<file path="src/rtl/fir_mac_sequencer.sv">
// fir_mac_sequencer
//   Time-multiplexed FIR controller. One shared signed multiply-accumulate
//   unit is stepped over all taps for each accepted input sample. The block
//   owns the sample delay ring and the coefficient bank.
//
// Ports
//   clk        in   clock, all state updates on the rising edge
//   rst        in   asynchronous reset, active-low (0 = reset)
//   in_valid   in   sample offered by the source
//   in_data    in   signed sample (DW bits)
//   in_ready   out  high only while idle; a sample is taken on in_valid & in_ready
//   coef_we    in   coefficient write strobe, honoured only while idle
//   coef_addr  in   tap index of the coefficient write
//   coef_data  in   signed coefficient (CW bits)
//   out_valid  out  filter result available
//   out_data   out  signed sum_k coef[k] * x[n-k] (ACCW bits)
//   out_ready  in   consumer takes the result on out_valid & out_ready
//   busy       out  high while accumulating or holding a result
module fir_mac_sequencer #(
  parameter int TAPS = 8,
  parameter int DW   = 8,
  parameter int CW   = 8,
  parameter int AW   = 3,
  parameter int ACCW = 19
) (
  input  logic                   clk,
  input  logic                   rst,
  input  logic                   in_valid,
  input  logic signed [DW-1:0]   in_data,
  output logic                   in_ready,
  input  logic                   coef_we,
  input  logic [AW-1:0]          coef_addr,
  input  logic signed [CW-1:0]   coef_data,
  output logic                   out_valid,
  output logic signed [ACCW-1:0] out_data,
  input  logic                   out_ready,
  output logic                   busy
);

  typedef enum logic [1:0] {
    S_IDLE = 2'd0,
    S_MAC  = 2'd1,
    S_DONE = 2'd2
  } state_t;

  state_t                 r_state;
  state_t                 w_state_nxt;

  logic [AW-1:0]          r_head;
  logic [AW-1:0]          r_k;
  logic signed [DW-1:0]   r_ring [TAPS];
  logic signed [CW-1:0]   r_coef [TAPS];
  logic signed [ACCW-1:0] r_acc;
  logic signed [ACCW-1:0] r_out_data;
  logic                   r_out_valid;

  logic                   w_accept;
  logic                   w_coef_wr;
  logic                   w_last;
  logic [AW-1:0]          w_idx;
  logic [AW-1:0]          w_head_nxt;
  logic signed [DW+CW-1:0] w_prod;
  logic signed [ACCW-1:0] w_acc_nxt;

  assign w_accept   = (r_state == S_IDLE) && in_valid;
  assign w_coef_wr  = (r_state == S_IDLE) && coef_we;
  assign w_last     = (r_k == AW'(TAPS - 1));
  assign w_head_nxt = r_head + AW'(1);
  // Newest sample sits at head; tap k reads k positions back, wrapping on AW bits.
  assign w_idx      = r_head - r_k;
  // Size casts of signed operands sign-extend, giving a full-precision product.
  assign w_prod     = (DW+CW)'(r_ring[w_idx]) * (DW+CW)'(r_coef[r_k]);
  assign w_acc_nxt  = r_acc + ACCW'(w_prod);

  assign in_ready  = (r_state == S_IDLE);
  assign busy      = (r_state != S_IDLE);
  assign out_valid = r_out_valid;
  assign out_data  = r_out_data;

  // State register.
  always_ff @(posedge clk or negedge rst) begin
    if (!rst) begin
      r_state <= S_IDLE;
    end else begin
      r_state <= w_state_nxt;
    end
  end

  // Next-state logic: IDLE -> MAC on accept, MAC -> DONE after last tap, DONE -> IDLE on handshake.
  always_comb begin
    w_state_nxt = r_state;
    case (r_state)
      S_IDLE: begin
        if (in_valid) begin
          w_state_nxt = S_MAC;
        end else begin
          w_state_nxt = S_IDLE;
        end
      end
      S_MAC: begin
        if (w_last) begin
          w_state_nxt = S_DONE;
        end else begin
          w_state_nxt = S_MAC;
        end
      end
      S_DONE: begin
        if (out_ready) begin
          w_state_nxt = S_IDLE;
        end else begin
          w_state_nxt = S_DONE;
        end
      end
      default: begin
        w_state_nxt = S_IDLE;
      end
    endcase
  end

  // Sample ring and coefficient bank; both are written only while idle.
  always_ff @(posedge clk or negedge rst) begin
    if (!rst) begin
      r_head <= '0;
      for (int i = 0; i < TAPS; i++) begin
        r_ring[i] <= '0;
        r_coef[i] <= '0;
      end
    end else begin
      if (w_accept) begin
        r_head             <= w_head_nxt;
        r_ring[w_head_nxt] <= in_data;
      end
      // A write on the accepting edge lands before the first tap is read.
      if (w_coef_wr) begin
        r_coef[coef_addr] <= coef_data;
      end
    end
  end

  // Accumulator, tap counter and registered result.
  always_ff @(posedge clk or negedge rst) begin
    if (!rst) begin
      r_acc       <= '0;
      r_k         <= '0;
      r_out_data  <= '0;
      r_out_valid <= 1'b0;
    end else begin
      case (r_state)
        S_IDLE: begin
          if (in_valid) begin
            r_acc <= '0;
            r_k   <= '0;
          end
        end
        S_MAC: begin
          r_acc <= w_acc_nxt;
          r_k   <= r_k + AW'(1);
          if (w_last) begin
            r_out_data  <= w_acc_nxt;
            r_out_valid <= 1'b1;
          end
        end
        S_DONE: begin
          if (out_ready) begin
            r_out_valid <= 1'b0;
          end
        end
        default: begin
          r_out_valid <= 1'b0;
        end
      endcase
    end
  end

endmodule

</file>
<file path="config.mk">
export PLATFORM = sky130hd
export DESIGN_NAME = fir_mac_sequencer
export DESIGN_NICKNAME = d
export VERILOG_FILES = /design/src/rtl/fir_mac_sequencer.sv
export SDC_FILE = /design/constraint.sdc
export NUM_CORES = 1
export LEC_CHECK = 0
export BUFFER_PORTS_ARGS = -buffer_cell sky130_fd_sc_hd__buf_4
export CAP_MARGIN = 15
export CORE_MARGIN = 2
export CORE_UTILIZATION = 60
export CTS_CLUSTER_SIZE = 24
export DETAILED_ROUTE_END_ITERATION = 16
export PLACE_DENSITY = 0.87
export SYNTH_ARGS = -nofsm -noshare
export SYNTH_HDL_FRONTEND = slang
export SYNTH_SLANG_ARGS = --single-unit
export TNS_END_PERCENT = 100
</file>
<file path="constraint.sdc">
create_clock -name clk -period 13 [get_ports clk]
set_input_delay 3.25 -clock clk [delete_from_list [all_inputs] [get_ports clk]]
set_output_delay 3.25 -clock clk [all_outputs]
set_load 0.01 [all_outputs]
</file>
==> results.md <==
* CTS root buf: clkbuf_16
* Period utilization at 0.6431
* Routed Antenna Nets at 0
* Final HPWL DP at 16.71 mm
* Mapped cell area at 0.01113 mm²
* Worst Hold End: out_data[9]
* Yosys top cell area share at 0.3933
* DRT iter0 DRCs at 471
* Gr usage total at 0.2640
* Area contributors post-synth: dfrtp_1 39%, fa_1 15%, mux2_2 13%
* R2R cell count at 21
* Post-synthesis sequential area ratio at 0.3933
* Die extent in x at 140.2 µm
* Final Setup Violations at 0
* Fin Setup TNS at 0 ps
* Fraction of layout cells with a size suffix above 1 at 0.3033
* Mux contribution to synthesized area at 0.2222
* Syn nets at 1039
* GP Congestion at 0.8939
* Yosys reg bits at 175
* Worst hold stages at 2
* Remaining global-route overflow at 0
* Shortest period the worst path allows at 8361 ps
* Die Height at 140.2 µm
* Worst flop-to-flop path endpoint: out_data[17]
* Max Buffers Root-to-Sink at 2
* P&R area growth vs syn at 10.54%
* Avg Vias per Cell at 6.024
* Clk sinks at 175
* Critical Path Start Type: flop
* Top cell type by total area after synthesis: dfrtp_1
* Hold path startpoint: out_data[9]
* Fraction of the mapped netlist area in compound gates at 0.04270
* Synth Area in Simple Gates at 0.07136
* Final WL at 23.73 mm
* Worst-path clk slew at 70 ps
* Crit path arrival time at 8660 ps
* Worst R2R Setup Slack at 4640 ps
* Routed len/inst at 20.24 µm
* Largest family of logic cells by synthesized area: multiplexers
* # diodes at 0
* Max_cap viols at 0
* DR vias at 7060
* DRC viols at 0
* Drt first pass iters at 6
* Synth Warn # at 0
* Clk_skew at 9.437 ps
* Cts repair resizes at 0
* H-tree Lvls at 4
* Post-synthesis cell count at 882
* Largest net degree at the start of global routing at 105
* Slew Limit Headroom at 0.2649
* Std-Cell Core Area at 0.01809 mm²
* CTS tree: done
* Full die area at 0.01966 mm²
* Number of global-route vias before repair at 7869
* Initial antenna violation count at 0
* Rows at 49
* Hold-fix buffers, CTS at 0
* Tightest Hold Check Type: reg -> reg
* Netlist cell types at 42
* Element type at the critical path end: flop
* Max Freq at 119.6 MHz
* Max FO, Critical Path at 18
* Status: completed
* IO Port Bufs at 45
* Unrepaired setup endpoints after global routing: false
* Setup Crit Path Kind: reg -> reg
* Adder-cell share of the synthesized area at 0.2074
* Slew Limit Fails at 0
* Avg Inst Size Synth at 12.62 µm²
* CTS buffer count at 17
* FF-to-FF Start: r_k[1]
* Worst Max-Slew Pin Slew at 1097 ps
* Fin. Hold Viols at 0
* Clk_lat worst skew at 440 ps
* Xor-xnor portion of the synthesized cell area at 0.01877
* Worst endpoint required time at 13300 ps
* I/O pin total at 46
* Post-CTS setup buffer count at 0
* Starting Density at 0.6156
* First-pass GRT wire length at 40.38 mm
* Final nets at 1087
[logic make-up (layout without fill, tap and decap cells)]
family / after synthesis / after routing
flip-flops: 175 / 175
buffers and inverters: 128 / 189
multiplexers: 183 / 183
adder cells (fa/ha/maj): 133 / 133
AO/OA/AOI/OAI: 80 / 80
XOR/XNOR: 23 / 23
AND/OR/NAND/NOR: 160 / 160
[flip-flops by register name (all words and copies together), names as in the netlist]
name and count:
r_acc 19, r_state 2, r_coef 64, r_ring 64, out_data 19, out_valid 1, r_head 3, r_k 3
[synthesized netlist by cell type, drive strengths merged]
library cell  number
dfrtp            175
mux2             133
inv              102
fa                86
ha                47
nand2             47
nor2              44
o21ai             38
mux4              32
or2               23
clkbuf            18
mux2i             18
xnor2             17
a21oi             13
nand3             11
o31ai              9
buf                8
a21o               6
and2b              6
nor2b              6
xor2               6
nand2b             4
nand4              4
nor3               4
nor3b              4
o21a               4
and3               3
a211oi             2
a31oi              2
nor4               2
o311ai             2
a21boi             1
a22oi              1
and2               1
and4               1
o2111ai            1
o31a               1
[cell usage in the layout (no fill, tap or decap), types with 9 or more instances in the layout]
cell type  netlist  layout
dfrtp_1        175     175
mux2_2         133     133
inv_1          102     102
fa_1            86      86
buf_4            1      53
nand2_1         47      47
ha_1            47      47
nor2_1          43      43
o21ai_0         38      38
mux4_2          32      32
or2_2           23      23
clkbuf_16        0      17
xnor2_1         16      16
a21oi_1         13      13
mux2i_1         12      12
nand3_1         11      11
o31ai_1          9       9
[critical path, stage by stage (launching register included)]
cell      delay (ps)
dfrtp_1          890
inv_1            190
fa_1             450
xor2_1           180
xnor2_2          850
mux4_2           380
mux2i_1          240
nor2_1           880
fa_1             590
fa_1             510
fa_1             560
inv_1             60
fa_1             540
inv_1             60
ha_1             290
ha_1             380
and4_1           260
a21oi_1          120
o21ai_0          120
a211oi_1         310
mux2i_1          240
o21ai_0          110
[final cells by class]
type	count	area, µm²
tap	229	286.5
fill	1170	5778
clock buffer	19	442.9
inverter	102	382.9
timing repair buffer	55	424.2
multi-input combinational	579	6262
clock inverter	13	130.1
sequential	175	4379
[metrics by stage]
step,instance area [µm²],utilization,worst slack (ps),hold WS [ps],cells
global placement,11710,0.6476,4905,473.8,1138
floorplan,11130,-,5514,449.8,882
finish,12310,0.6805,4639,490.7,1172
global route,12310,0.6805,4092,520.6,1172
detailed placement,11710,0.6476,4683,481.6,1138
CTS,12290,0.6793,4604,496.1,1170
[routing by layer]
layer | up-vias | GRT usage | part of all wire
li1 | 3096 | - | -
met1 | 3661 | 0.3371 | 0.40
met2 | 244 | 0.4528 | 0.52
met3 | 59 | 0.05060 | 0.049
met4 | 0 | 0.09942 | 0.028
met5 | - | 0 | 0
[worst max path at each step]
stage / start / end / slack, ps / depth (start not counted)
after floorplan: r_k[1] / out_data[13] / 5510 / 25
after global placement: r_k[1] / r_acc[13] / 4900 / 22
after detailed placement: r_k[1] / out_data[13] / 4680 / 22
after CTS: r_k[1] / out_data[13] / 4600 / 22
after global routing: r_k[1] / out_data[17] / 4090 / 24
final: r_k[1] / out_data[17] / 4640 / 21
Power is not shown: default switching activity piles up to over one toggle a cycle in this logic, so the estimate is an artifact.
